### config.mk
export PLATFORM = sky130hd
export DESIGN_NAME = video_scanout_timing_flat
export DESIGN_NICKNAME = d
export VERILOG_FILES = /design/src/rtl/video_scanout_timing_if.sv /design/src/rtl/video_scanout_timing.sv /design/src/flat_wrapper.sv
export SDC_FILE = /design/constraint.sdc
export NUM_CORES = 1
export LEC_CHECK = 0
export BUFFER_PORTS_ARGS = -buffer_cell sky130_fd_sc_hd__buf_4
export CORE_ASPECT_RATIO = 1.5
export CORE_MARGIN = 10
export CORE_UTILIZATION = 30
export DETAILED_ROUTE_END_ITERATION = 8
export PLACE_DENSITY = 0.5
export SYNTH_ARGS = -nofsm -noshare
export SYNTH_HDL_FRONTEND = slang
export SYNTH_SLANG_ARGS = --single-unit
### constraint.sdc
create_clock -name clk -period 2.05 [get_ports clk]
set_clock_uncertainty 0.05 [all_clocks]
set_input_delay 0.41 -clock clk [delete_from_list [all_inputs] [get_ports clk]]
set_output_delay 0.41 -clock clk [all_outputs]
set_load 0.005 [all_outputs]
### src/rtl/video_scanout_timing_if.sv
`default_nettype none
// ============================================================================
//  Module      : video_scanout_timing_if
//  Description : Pixel stream from the framebuffer reader to the scanout
//                timing block. A pixel is transferred in any cycle where
//                ready && valid.
//                  valid    : upstream pixel available
//                  readdata : RGB565 pixel {r[4:0], g[5:0], b[4:0]}
//                  ready    : downstream consumes the pixel this cycle
//                Modports: master = framebuffer side, slave = scanout side.
//  Revision    : 1.0 - initial release
// ============================================================================
interface video_scanout_timing_if;
    logic        valid;
    logic [15:0] readdata;
    logic        ready;

    modport master (output valid, output readdata, input ready);
    modport slave  (input valid, input readdata, output ready);
endinterface
`default_nettype wire

### src/rtl/video_scanout_timing.sv
`default_nettype none
// ============================================================================
//  Module      : video_scanout_timing
//  Description : VGA raster timing generator and pixel sink. Pulls RGB565
//                pixels from the framebuffer stream during active video,
//                expands them to 8 bits per channel and registers them
//                together with hsync/vsync/blank. Issues frame_sync at the
//                first vertical-blank line so the upstream reader restarts
//                and refills before the next active region.
//  Ports       : clk, rst          - clock, synchronous active-high reset
//                pix_en            - pixel-rate strobe (raster advances only here)
//                pix               - pixel stream (slave modport)
//                frame_sync        - one-cycle restart pulse to upstream
//                vga_r/g/b         - 8-bit colour outputs
//                vga_hs, vga_vs    - active-low syncs
//                vga_blank_n       - low outside the active area
//                underrun_count    - saturating count of starved pixels
//                underrun_clr      - clears underrun_count (wins over increment)
//                test_pattern      - only with VIDEO_SCANOUT_TESTPAT_EN defined
//  Options     : `define VIDEO_SCANOUT_TESTPAT_EN adds the test_pattern input
//                which shows 8 vertical colour bars and stops consuming pixels.
//  Revision    : 1.0 - initial release
// ============================================================================
module video_scanout_timing #(
    parameter int          H_ACTIVE     = 640,
    parameter int          H_FP         = 16,
    parameter int          H_SYNC       = 96,
    parameter int          H_BP         = 48,
    parameter int          V_ACTIVE     = 480,
    parameter int          V_FP         = 10,
    parameter int          V_SYNC       = 2,
    parameter int          V_BP         = 33,
    parameter logic [15:0] UNDERRUN_RGB = 16'hF81F
) (
    input  logic                         clk,
    input  logic                         rst,
    input  logic                         pix_en,
    video_scanout_timing_if.slave        pix,
    output logic                         frame_sync,
    output logic [7:0]                   vga_r,
    output logic [7:0]                   vga_g,
    output logic [7:0]                   vga_b,
    output logic                         vga_hs,
    output logic                         vga_vs,
    output logic                         vga_blank_n,
    output logic [15:0]                  underrun_count,
    input  logic                         underrun_clr
`ifdef VIDEO_SCANOUT_TESTPAT_EN
    ,
    input  logic                         test_pattern
`endif
);

    // ------------------------------------------------------------------
    // Raster geometry
    // ------------------------------------------------------------------
    localparam logic [10:0] c_h_act      = 11'(H_ACTIVE);
    localparam logic [10:0] c_hs_start   = 11'(H_ACTIVE + H_FP);
    localparam logic [10:0] c_hs_end     = 11'(H_ACTIVE + H_FP + H_SYNC);
    localparam logic [10:0] c_h_last     = 11'(H_ACTIVE + H_FP + H_SYNC + H_BP - 1);
    localparam logic [9:0]  c_v_act      = 10'(V_ACTIVE);
    localparam logic [9:0]  c_vs_start   = 10'(V_ACTIVE + V_FP);
    localparam logic [9:0]  c_vs_end     = 10'(V_ACTIVE + V_FP + V_SYNC);
    localparam logic [9:0]  c_v_last     = 10'(V_ACTIVE + V_FP + V_SYNC + V_BP - 1);

    typedef enum logic [0:0] {
        S_PRIME = 1'b0,
        S_RUN   = 1'b1
    } state_t;

    state_t       r_state;
    state_t       w_state_next;
    logic         w_frame_sync;

    logic [10:0]  r_h_cnt;
    logic [9:0]   r_v_cnt;
    logic [23:0]  r_rgb;
    logic         r_hs;
    logic         r_vs;
    logic         r_blank_n;
    logic [15:0]  r_underrun_count;

    logic         w_active;
    logic         w_run;
    logic         w_hs_on;
    logic         w_vs_on;
    logic         w_tpat;
    logic         w_ready;
    logic         w_underrun;
    logic [23:0]  w_pix;

    function automatic logic [23:0] f_expand565(input logic [15:0] p);
        // Replicate the MSBs into the new LSBs so full-scale maps to 8'hFF.
        return {p[15:11], p[15:13], p[10:5], p[10:9], p[4:0], p[4:2]};
    endfunction

    // ------------------------------------------------------------------
    // Raster counters. Reset parks at the first front-porch line so the
    // first frame opens with blanking and the upstream has time to fill.
    // ------------------------------------------------------------------
    always_ff @(posedge clk) begin
        if (rst) begin
            r_h_cnt <= '0;
            r_v_cnt <= c_v_act;
        end else if (pix_en) begin
            if (r_h_cnt == c_h_last) begin
                r_h_cnt <= '0;
                r_v_cnt <= (r_v_cnt == c_v_last) ? '0 : r_v_cnt + 10'd1;
            end else begin
                r_h_cnt <= r_h_cnt + 11'd1;
            end
        end
    end

    assign w_active = (r_h_cnt < c_h_act) && (r_v_cnt < c_v_act);
    assign w_hs_on  = (r_h_cnt >= c_hs_start) && (r_h_cnt < c_hs_end);
    assign w_vs_on  = (r_v_cnt >= c_vs_start) && (r_v_cnt < c_vs_end);
    assign w_run    = (r_state == S_RUN);

    // ------------------------------------------------------------------
    // Control FSM
    // ------------------------------------------------------------------
    always_ff @(posedge clk) begin
        if (rst) begin
            r_state <= S_PRIME;
        end else begin
            r_state <= w_state_next;
        end
    end

    always_comb begin
        w_state_next = r_state;
        w_frame_sync = 1'b0;
        case (r_state)
            S_PRIME: begin
                if (pix_en) begin
                    w_frame_sync = 1'b1;
                    w_state_next = S_RUN;
                end
            end
            S_RUN: begin
                if (pix_en && (r_h_cnt == '0) && (r_v_cnt == c_v_act)) begin
                    w_frame_sync = 1'b1;
                end
            end
            default: begin
                w_state_next = S_PRIME;
            end
        endcase
    end

    // While reset is held the FSM sits in PRIME; without this gate every
    // pix_en during reset would look like a fresh restart request.
    assign frame_sync = w_frame_sync && !rst;

    // ------------------------------------------------------------------
    // Pixel handshake and colour selection
    // ------------------------------------------------------------------
`ifdef VIDEO_SCANOUT_TESTPAT_EN
    logic [13:0] w_bar_num;
    logic [2:0]  w_bar_idx;

    assign w_tpat    = test_pattern;
    assign w_bar_num = {r_h_cnt, 3'b000};
    assign w_bar_idx = 3'(w_bar_num / 14'(H_ACTIVE));
`else
    assign w_tpat    = 1'b0;
`endif

    // ready never waits for valid: the raster cannot stall, so a missing
    // pixel is an underrun rather than back-pressure.
    assign w_ready    = pix_en && w_active && w_run && !w_tpat;
    assign w_underrun = w_ready && !pix.valid;
    assign pix.ready  = w_ready;

    always_comb begin
        w_pix = f_expand565(UNDERRUN_RGB);
        if (pix.valid) begin
            w_pix = f_expand565(pix.readdata);
        end
`ifdef VIDEO_SCANOUT_TESTPAT_EN
        if (w_tpat) begin
            w_pix = {{8{w_bar_idx[2]}}, {8{w_bar_idx[1]}}, {8{w_bar_idx[0]}}};
        end
`endif
    end

    // ------------------------------------------------------------------
    // Output stage: colour, syncs and blank for one raster position are
    // registered together so they stay aligned at the pins.
    // ------------------------------------------------------------------
    always_ff @(posedge clk) begin
        if (rst) begin
            r_rgb     <= '0;
            r_hs      <= 1'b1;
            r_vs      <= 1'b1;
            r_blank_n <= 1'b0;
        end else if (pix_en) begin
            r_hs <= !w_hs_on;
            r_vs <= !w_vs_on;
            if (w_active && w_run) begin
                r_rgb     <= w_pix;
                r_blank_n <= 1'b1;
            end else begin
                r_rgb     <= '0;
                r_blank_n <= 1'b0;
            end
        end
    end

    always_ff @(posedge clk) begin
        if (rst) begin
            r_underrun_count <= '0;
        end else if (underrun_clr) begin
            r_underrun_count <= '0;
        end else if (w_underrun && (r_underrun_count != 16'hFFFF)) begin
            r_underrun_count <= r_underrun_count + 16'd1;
        end
    end

    assign vga_r          = r_rgb[23:16];
    assign vga_g          = r_rgb[15:8];
    assign vga_b          = r_rgb[7:0];
    assign vga_hs         = r_hs;
    assign vga_vs         = r_vs;
    assign vga_blank_n    = r_blank_n;
    assign underrun_count = r_underrun_count;

endmodule
`default_nettype wire

### src/flat_wrapper.sv
// flat-port wrapper written by rule: the top's interface ports become plain ports
module video_scanout_timing_flat 
#(
    parameter int          H_ACTIVE     = 640,
    parameter int          H_FP         = 16,
    parameter int          H_SYNC       = 96,
    parameter int          H_BP         = 48,
    parameter int          V_ACTIVE     = 480,
    parameter int          V_FP         = 10,
    parameter int          V_SYNC       = 2,
    parameter int          V_BP         = 33,
    parameter logic [15:0] UNDERRUN_RGB = 16'hF81F
)
  (clk, rst, pix_en, frame_sync, vga_r, vga_g, vga_b, vga_hs, vga_vs, vga_blank_n, underrun_count, underrun_clr, pix_valid, pix_readdata, pix_ready);
  video_scanout_timing_if pix_i ();
  input  logic clk;
  input  logic rst;
  input  logic pix_en;
  output logic frame_sync;
  output logic [7:0] vga_r;
  output logic [7:0] vga_g;
  output logic [7:0] vga_b;
  output logic vga_hs;
  output logic vga_vs;
  output logic vga_blank_n;
  output logic [15:0] underrun_count;
  input  logic underrun_clr;
  input wire logic [$bits(pix_i.valid)-1:0] pix_valid;
  input wire logic [$bits(pix_i.readdata)-1:0] pix_readdata;
  output wire logic [$bits(pix_i.ready)-1:0] pix_ready;
  assign pix_i.valid = pix_valid;
  assign pix_i.readdata = pix_readdata;
  assign pix_ready = pix_i.ready;
  video_scanout_timing #(.H_ACTIVE(H_ACTIVE), .H_FP(H_FP), .H_SYNC(H_SYNC), .H_BP(H_BP), .V_ACTIVE(V_ACTIVE), .V_FP(V_FP), .V_SYNC(V_SYNC), .V_BP(V_BP), .UNDERRUN_RGB(UNDERRUN_RGB)) u_core (.clk(clk), .rst(rst), .pix_en(pix_en), .pix(pix_i), .frame_sync(frame_sync), .vga_r(vga_r), .vga_g(vga_g), .vga_b(vga_b), .vga_hs(vga_hs), .vga_vs(vga_vs), .vga_blank_n(vga_blank_n), .underrun_count(underrun_count), .underrun_clr(underrun_clr));
endmodule
==> results.json, run 1 <==
{
  "clock_path_buffers": 2,
  "irDropWorstVdd_mv": 0.488,
  "portBuffers": 65,
  "whs_ns": 0.284,
  "cp_data_arrival_time_ns": 1.62,
  "vias": 2622,
  "worst_slew_margin_rel": 0.637,
  "worst_hold_path.num_cells": 2,
  "critical_path.reg2reg.startpoint": "u_core.r_v_cnt[9]",
  "clkSinkCount": 57,
  "grt_first_pass_wirelength_mm": 12.9,
  "drv_cap": 0,
  "synth_top_cell_by_area": "sky130_fd_sc_hd__dfxtp_1",
  "cell_with_the_most_instances_after_synthesis": "sky130_fd_sc_hd__dfxtp_1",
  "max_clock_freq_ghz": 0.481,
  "clkLatencyLatePin_ns": 0.33,
  "synthesized_area_divided_by_synthesized_cell_count_um2": 8.30,
  "drt_wl_total_mm": 7.96,
  "floorplan.die.height_um": 136,
  "yosysWarningCount": 0,
  "grt_setup_unrepaired": "true",
  "critPathKind": "reg -> out",
  "timing.hold.worst.start": "rst",
  "final.period_utilization": 1.01,
  "final_core_util": 0.441,
  "number_of_nets_at_the_end_of_the_flow": 438,
  "pwr-share-seq": 0.399,
  "place.gp.congestion": 0.776,
  "clock_power_share": 0.558,
  "floorplan.initialDensity": 0.305,
  "ctsHtreeMaxLevel": 3,
  "first_global_vias": 2582,
  "switching_share_of_power": 0.207,
  "design.portCount": 66,
  "grt_max_degree": 24,
  "core_area_um2": 8780,
  "async_flop_share": 0,
  "floorplan.rows": 42,
  "p_leak_nw": 1.55,
  "finalMaxSlewViolations": 0,
  "grt_antenna_before_repair": 0,
  "postPlaceCellArea_um2": 3460,
  "area_growth_pct": 44.8,
  "die_area_um2": 13200,
  "viasPerCell": 4.98,
  "dominantRegCellSynth": "sky130_fd_sc_hd__dfxtp_1",
  "drt-initial-drc-count": 63,
  "total_half_perimeter_wirelength_after_legalization_and_detailed_placement_mm": 6.00,
  "finalHoldViolCount": 0,
  "synth_top_area_share": 0.427,
  "worst_setup_path_start_kind": "register",
  "total_power_after_layout_mw": 2.81,
  "worstHoldPathType": "in -> reg",
  "finalWorstSetupSlack_ns": -0.0289,
  "drive_gt1_frac": 0.360,
  "overflow": 0,
  "switching_power_mw": 0.582,
  "yosys_register_bits": 57,
  "root_buffer": "sky130_fd_sc_hd__clkbuf_16",
  "syn_area_um2": 2670,
  "tritoncts_clock_tree": "done",
  "wl_per_cell_um": 15.1,
  "number_of_nets_produced_by_synthesis": 348,
  "ant_nets": 0,
  "cts-buffers-inserted": 9,
  "synth_area_leaders": "sky130_fd_sc_hd__dfxtp_1 43%, sky130_fd_sc_hd__nor2_1 4.9%, sky130_fd_sc_hd__a21oi_1 4.7%",
  "synth_edf_count": 0,
  "endpoint_kind": "output pin",
  "n_antenna_cell": 0,
  "cell_pwr_density_nw_per_um2": 726,
  "detail_route.drc_violations": 0,
  "die_width_um": 97.1,
  "r2r_cells": 5,
  "synthCells": 322,
  "report.final.setup_viol": 1,
  "fin_cells": 527,
  "worst-path-max-fanout": 2,
  "internal_power_mw": 2.23,
  "worst-r2r-setup-slack_ns": 0.12,
  "r2r_end": "u_core.underrun_count[10]",
  "synth_top_cells_by_count": "57 x sky130_fd_sc_hd__dfxtp_1, 35 x sky130_fd_sc_hd__nor2_1, 32 x sky130_fd_sc_hd__nand2_1, 25 x sky130_fd_sc_hd__a21oi_1, 17 x sky130_fd_sc_hd__o21ai_0",
  "final_area_um2": 3870,
  "clk_transition_reported_paths_ns": 0.05,
  "final_worst_path_period_need_ns": 2.08,
  "outcome": "finished with violations",
  "worst_ep_required_time_ns": 1.59,
  "yosysUniqueCellTypes": 41,
  "dp_cells": 510,
  "seq_area_frac_synth": 0.427,
  "comb_power_frac": 0.042,
  "drt_pass1_iterations": 5,
  "worst_hold_path.endpoint": "u_core.r_v_cnt[1]",
  "grt_util_all_layers": 0.120,
  "worstMarginPinSlew_ns": 0.541,
  "failed_checks": "setup timing"
}
state kept, by name, indices dropped and copies added, names as in the netlist:
| signal | cells |
|---|---|
| u_core.r_h_cnt | 11 |
| u_core.r_v_cnt | 10 |
| u_core.underrun_count | 16 |
| u_core.vga_hs | 1 |
| u_core.vga_blank_n | 1 |
| u_core.r_state | 1 |
| u_core.vga_vs | 1 |
| u_core.r_rgb | 16 |
area by class of cell:
type / count / area (um^2)
multi-input cells: 234 / 1470
well taps: 110 / 138
clock buffers: 10 / 229
flip-flops and latches: 57 / 1150
clock inverters: 6 / 82.6
fillers: 885 / 4900
repair buffers: 103 / 773
inverters: 7 / 26.3
worst max-delay path, stage by stage, from the launching register on:
cell	delay [ns]
sky130_fd_sc_hd__dfxtp_2	0.33
sky130_fd_sc_hd__nand2_2	0.06
sky130_fd_sc_hd__or3_4	0.38
sky130_fd_sc_hd__nor3_4	0.13
sky130_fd_sc_hd__nand2_1	0.09
sky130_fd_sc_hd__a211oi_2	0.17
sky130_fd_sc_hd__buf_4	0.14
power by group through the flow:
| stage | registers, mW | logic [mW] | clock network [mW] |
|---|---|---|---|
| finish | 1.12 | 0.119 | 1.57 |
| global route | 1.12 | 0.133 | 1.66 |
| floorplan | 1.14 | 0.0505 | 0 |
| global placement | 1.14 | 0.108 | 0 |
| detailed placement | 1.15 | 0.108 | 0 |
| CTS | 1.12 | 0.110 | 1.61 |
stage by stage:
step                      setup WS, ns  setup TNS [ns]
after floorplan                  0.136               0
after global placement         -0.0150         -0.0380
after detailed placement       -0.0381          -0.134
after CTS                      -0.0851         -0.0851
after global routing            -0.175          -0.175
final                          -0.0289         -0.0289
layout by cell type, fill, tap and decap left out, types with 11 or more instances in the layout:
| cell type | netlist | routed |
|---|---|---|
| sky130_fd_sc_hd__nand2_1 | 32 | 30 |
| sky130_fd_sc_hd__a21oi_1 | 25 | 25 |
| sky130_fd_sc_hd__dfxtp_1 | 57 | 51 |
| sky130_fd_sc_hd__nor2_1 | 35 | 33 |
| sky130_fd_sc_hd__o21ai_0 | 17 | 17 |
| sky130_fd_sc_hd__nand3_1 | 13 | 11 |
| sky130_fd_sc_hd__xor2_1 | 11 | 11 |
| sky130_fd_sc_hd__nand4_1 | 13 | 13 |
| sky130_fd_sc_hd__buf_4 | 8 | 103 |
logic make-up after synthesis:
logic type | Yosys count | synth area share
adders and majority gates | 5 | 0.0234
AOI/OAI and AO/OA | 60 | 0.136
muxes | 2 | 0.00749
DFF | 57 | 0.427
buffers and inverters | 31 | 0.0552
and+or+nand+nor | 147 | 0.285
xor gates and xnor gates | 20 | 0.0655
worst max path at each step:
| stage | cells after the start | startpoint | endpoint |
|---|---|---|---|
| finish | 6 | u_core.r_v_cnt[8] | frame_sync |
| global placement | 6 | pix_en | u_core.underrun_count[8] |
| floorplan | 6 | pix_en | u_core.underrun_count[8] |
| detailed placement | 6 | pix_en | u_core.underrun_count[14] |
| CTS | 6 | u_core.r_h_cnt[6] | frame_sync |
| global route | 7 | u_core.r_h_cnt[10] | frame_sync |
metal layers:
metal,wire [um],vias up,global-route usage
met4,124,0,0.0469
met2,4250,42,0.215
met5,0,-,0
met1,3280,1253,0.128
met3,301,8,0.0398
li1,-,1319,-
timing repair:
item | CTS | global route
gates resized for setup | 15 | 13
setup buffers | 0 | 1
endpoints found under the hold margin | 0 | 0
pin swaps | 5 | 6
endpoints found under the setup margin | 2 | 8
gates cloned | 0 | 0
hold buffers | 0 | 0
Power figures use the tool's default switching activity.
==> inputs of run 2 (changes only) <==
Settings changed: MAX_ROUTING_LAYER set to met4.
==> results.json, run 2 (synthesis gave the netlist of run 1 again) <==
{
  "drt_wl_total_mm": 7.96,
  "cts-buffers-inserted": 9,
  "drive_gt1_frac": 0.360,
  "clkSinkCount": 57,
  "outcome": "finished with violations",
  "finalHoldViolCount": 0,
  "viasPerCell": 4.99,
  "finalWorstSetupSlack_ns": -0.0285,
  "root_buffer": "sky130_fd_sc_hd__clkbuf_16",
  "vias": 2628,
  "endpoint_kind": "output pin",
  "floorplan.die.height_um": 136,
  "clock_path_buffers": 2,
  "clk_transition_reported_paths_ns": 0.05,
  "dp_cells": 510,
  "critPathKind": "reg -> out",
  "wl_per_cell_um": 15.1,
  "floorplan.initialDensity": 0.305,
  "max_clock_freq_ghz": 0.481,
  "worst-path-max-fanout": 2,
  "portBuffers": 65,
  "detail_route.drc_violations": 0,
  "mostFrequentLayoutCells": "103 x sky130_fd_sc_hd__buf_4, 51 x sky130_fd_sc_hd__dfxtp_1, 33 x sky130_fd_sc_hd__nor2_1, 30 x sky130_fd_sc_hd__nand2_1, 25 x sky130_fd_sc_hd__a21oi_1",
  "worst_setup_path_start_kind": "register",
  "worstHoldPathType": "in -> reg",
  "failed_checks": "setup timing",
  "total_power_after_layout_mw": 2.81,
  "drt_pass1_iterations": 7,
  "worst_slew_margin_rel": 0.637,
  "p_leak_nw": 1.55,
  "number_of_nets_at_the_end_of_the_flow": 438,
  "grt_setup_unrepaired": "true",
  "die_area_um2": 13200,
  "n_antenna_cell": 0,
  "tritoncts_clock_tree": "done",
  "irDropWorstVdd_mv": 0.487,
  "worstMarginPinSlew_ns": 0.541,
  "drv_cap": 0,
  "timing.setup.tns_ns": -0.0285,
  "grt_first_pass_wirelength_mm": 12.9,
  "ant_nets": 0,
  "drt-initial-drc-count": 60,
  "grt_max_degree": 24,
  "design.portCount": 66,
  "place.gp.congestion": 0.786,
  "final.period_utilization": 1.01,
  "core_area_um2": 8780,
  "cp_data_arrival_time_ns": 1.62,
  "cell_pwr_density_nw_per_um2": 727,
  "grt_antenna_before_repair": 0,
  "total_half_perimeter_wirelength_after_legalization_and_detailed_placement_mm": 6.00,
  "floorplan.rows": 42,
  "clkLatencyLatePin_ns": 0.33,
  "worst_ep_required_time_ns": 1.59,
  "layout.filler_cells": 885,
  "grt_util_all_layers": 0.124,
  "fin_cells": 527,
  "first_global_vias": 2581,
  "finalMaxSlewViolations": 0,
  "final_worst_path_period_need_ns": 2.08,
  "die_width_um": 97.1,
  "ctsHtreeMaxLevel": 3,
  "report.final.setup_viol": 1,
  "leading_cell_type_in_the_layout_fill_and_taps_excluded": "sky130_fd_sc_hd__buf_4",
  "overflow": 0,
  "area_growth_pct": 44.8
}
run 2: cell counts in the layout (fill, tap and decap cells not counted):
Identical to the previous run, type by type.
run 2: power breakdown:
group | switching [mW] | internal [mW] | total, mW | leakage [nW]
Sequential | 0.00687 | 1.12 | 1.12 | 0.460
Clock | 0.517 | 1.06 | 1.57 | 0.152
Combinational | 0.0608 | 0.0586 | 0.119 | 0.934
Total | 0.584 | 2.23 | 2.81 | 1.55
run 2: timing repair:
item,CTS,global route
pin swaps,5,6
hold buffers,0,0
endpoints found under the setup margin,2,8
buffers inserted,0,1
gates resized for setup,15,13
run 2: final timing paths:
path	start	endpoint	slack (ns)	cells after the start
min	rst	u_core.r_v_cnt[1]	0.28	2
max	u_core.r_v_cnt[8]	frame_sync	-0.03	6
max reg2reg	u_core.r_v_cnt[9]	u_core.underrun_count[10]	0.12	5
min reg2reg	u_core.r_rgb[3]	u_core.r_rgb[3]	0.42	2
run 2: per-stage QoR:
| step | setup slack, ns | hold slack, ns | instance area [um^2] | util |
|---|---|---|---|---|
| 2_1_floorplan | 0.136 | 0.399 | 2670 | - |
| 3_3_place_gp | -0.0150 | 0.401 | 3460 | 0.394 |
| 3_5_place_dp | -0.0381 | 0.409 | 3460 | 0.394 |
| 4_1_cts | -0.0851 | 0.277 | 3820 | 0.436 |
| 5_1_grt | -0.175 | 0.286 | 3870 | 0.441 |
| 6_report | -0.0285 | 0.283 | 3870 | 0.441 |
run 2: cell type report:
| type | instances | area, um^2 | share of cell area |
|---|---|---|---|
| clock buffer | 10 | 229 | 0.0591 |
| clock inverter | 6 | 82.6 | 0.0213 |
| inverter | 7 | 26.3 | 0.00679 |
| multi-input combinational | 234 | 1470 | 0.380 |
| sequential | 57 | 1150 | 0.297 |
| tap | 110 | 138 | 0.0355 |
| timing repair buffer | 103 | 773 | 0.200 |
run 2: critical path, cell delays in order, from the launching register on:
cell	delay [ns]
sky130_fd_sc_hd__dfxtp_2	0.33
sky130_fd_sc_hd__nand2_2	0.06
sky130_fd_sc_hd__or3_4	0.38
sky130_fd_sc_hd__nor3_4	0.13
sky130_fd_sc_hd__nand2_1	0.09
sky130_fd_sc_hd__a211oi_2	0.17
sky130_fd_sc_hd__buf_4	0.14
run 2: routing by layer:
metal / GRT usage / wire length, um / vias up
met2: 0.215 / 4230 / 41
met1: 0.128 / 3280 / 1257
met4: 0.0469 / 127 / 0
met3: 0.0398 / 316 / 11
met5: - / 0 / -
li1: - / - / 1319
==> inputs of run 3 (changes only) <==
Settings changed: CORE_ASPECT_RATIO 1.5 to unset, CTS_CLUSTER_DIAMETER set to 50, GPL_ROUTABILITY_DRIVEN set to 0.
==> results.json, run 3 (synthesis gave the netlist of run 1 again) <==
{
  "outcome": "finished with violations",
  "failed_checks": "setup timing",
  "finalWorstSetupSlack_ns": -0.151,
  "worst_setup_path_start_kind": "register",
  "worst_slew_margin_rel": 0.624,
  "overflow": 0,
  "number_of_nets_at_the_end_of_the_flow": 437,
  "finalHoldViolCount": 0,
  "viasPerCell": 4.89,
  "die_width_um": 114,
  "total_power_after_layout_mw": 2.61,
  "layout.filler_cells": 879,
  "ctsHtreeMaxLevel": 3,
  "max_clock_freq_ghz": 0.454,
  "area_of_the_multi_input_gates_um2": 1480,
  "endpoint_kind": "output pin",
  "critical_path.top_delay_family": "simple AND/OR/NAND/NOR gates",
  "floorplan.rows": 34,
  "clkLatencyLatePin_ns": 0.34,
  "tritoncts_clock_tree": "done",
  "final-seq-area_um2": 1150,
  "final_core_util": 0.440,
  "area_growth_pct": 42.9,
  "detail_route.drc_violations": 0,
  "cp_num_buf_inv": 1,
  "irDropWorstVdd_mv": 0.552,
  "drt-initial-drc-count": 139,
  "pre_cts_ws_ns": -0.0606,
  "vias": 2563,
  "cts-buffers-inserted": 9,
  "fin_cells": 524,
  "root_buffer": "sky130_fd_sc_hd__clkbuf_8",
  "n_antenna_cell": 0,
  "final.period_utilization": 1.07,
  "clk_transition_reported_paths_ns": 0.07,
  "ant_nets": 0,
  "first_global_vias": 2543,
  "wl_per_cell_um": 14.4,
  "clock_path_buffers": 2,
  "floorplan.die.height_um": 114,
  "crit_chain": "nand2_2 -> or3_4 -> nor3_4 -> nand2_1 -> a211oi_2 -> buf_4",
  "whs_ns": 0.284,
  "core_area_um2": 8680,
  "total_half_perimeter_wirelength_after_legalization_and_detailed_placement_mm": 5.64,
  "dp_cells": 505,
  "postPlaceCellArea_um2": 3430,
  "finalMaxSlewViolations": 0,
  "timing.setup.tns_ns": -0.151,
  "portBuffers": 65,
  "mostFrequentLayoutCells": "102 x sky130_fd_sc_hd__buf_4, 49 x sky130_fd_sc_hd__dfxtp_1, 33 x sky130_fd_sc_hd__nor2_1, 31 x sky130_fd_sc_hd__nand2_1, 24 x sky130_fd_sc_hd__a21oi_1",
  "grt_antenna_before_repair": 0,
  "drt_pass1_iterations": 4,
  "floorplan.initialDensity": 0.308,
  "drive_gt1_frac": 0.361,
  "cp_data_arrival_time_ns": 1.74,
  "slowest_stage": "sky130_fd_sc_hd__or3_4",
  "grt_max_degree": 20,
  "critPathKind": "reg -> out",
  "grt_first_pass_wirelength_mm": 12.3,
  "drt_wl_total_mm": 7.54,
  "leading_cell_type_in_the_layout_fill_and_taps_excluded": "sky130_fd_sc_hd__buf_4",
  "worstMarginPinSlew_ns": 0.559,
  "clkSinkCount": 57,
  "die_area_um2": 13100,
  "critical-path-max-stage-delay_ns": 0.38,
  "design.portCount": 66,
  "worst_ep_required_time_ns": 1.59,
  "worst-path-max-fanout": 2,
  "p_leak_nw": 1.52,
  "cell_pwr_density_nw_per_um2": 683,
  "drv_cap": 0,
  "worstHoldPathType": "in -> reg",
  "report.final.setup_viol": 1,
  "grt_util_all_layers": 0.119,
  "grt_setup_unrepaired": "true",
  "final_worst_path_period_need_ns": 2.20,
  "final_area_um2": 3820
}
[run 3: final cells by class]
type | instances | share of cell area
clock inverter | 4 | 0.0255
sequential | 57 | 0.302
tap | 108 | 0.0354
multi-input combinational | 234 | 0.387
timing repair buffer | 102 | 0.200
inverter | 7 | 0.00688
clock buffer | 12 | 0.0432
[run 3: path summary, 6_finish.rpt]
kind / cells past startpoint / slack (ns) / start / to
setup / recovery: 6 / -0.15 / u_core.r_v_cnt[5] / frame_sync
hold / removal: 3 / 0.28 / pix_readdata[7] / u_core.r_rgb[12]
setup reg to reg: 6 / 0.12 / u_core.r_h_cnt[7] / u_core.underrun_count[10]
hold reg to reg: 2 / 0.42 / u_core.r_rgb[20] / u_core.r_rgb[20]
[run 3: power breakdown]
| part | total (mW) | leakage [nW] | internal, mW | switching (mW) |
|---|---|---|---|---|
| sequential | 1.12 | 0.460 | 1.11 | 0.00692 |
| clock | 1.37 | 0.129 | 0.907 | 0.458 |
| combinational | 0.123 | 0.929 | 0.0614 | 0.0621 |
| total | 2.61 | 1.52 | 2.08 | 0.527 |
[run 3: per-layer routing]
layer  global-route usage  vias to the layer above  part of all wire
li1                     -                     1313                 -
met1                0.145                     1183              0.48
met2                0.175                       57              0.46
met3               0.0419                       10             0.054
met4               0.0451                        0             0.014
met5                    -                        -                 0
[run 3: what timing repair did]
item                       CTS  global route
hold buffers                 0             0
setup buffers                1             2
pin swaps                    5             7
setup endpoints to repair    2            10
resized for setup           11            18
[run 3: worst register-to-register path, delay by kind of cell, from the launching register on]
family	cells	cell delay (ns)
buf+inv	1	0.15
flops	1	0.32
simple gates	3	1.07
compound gates	2	0.29
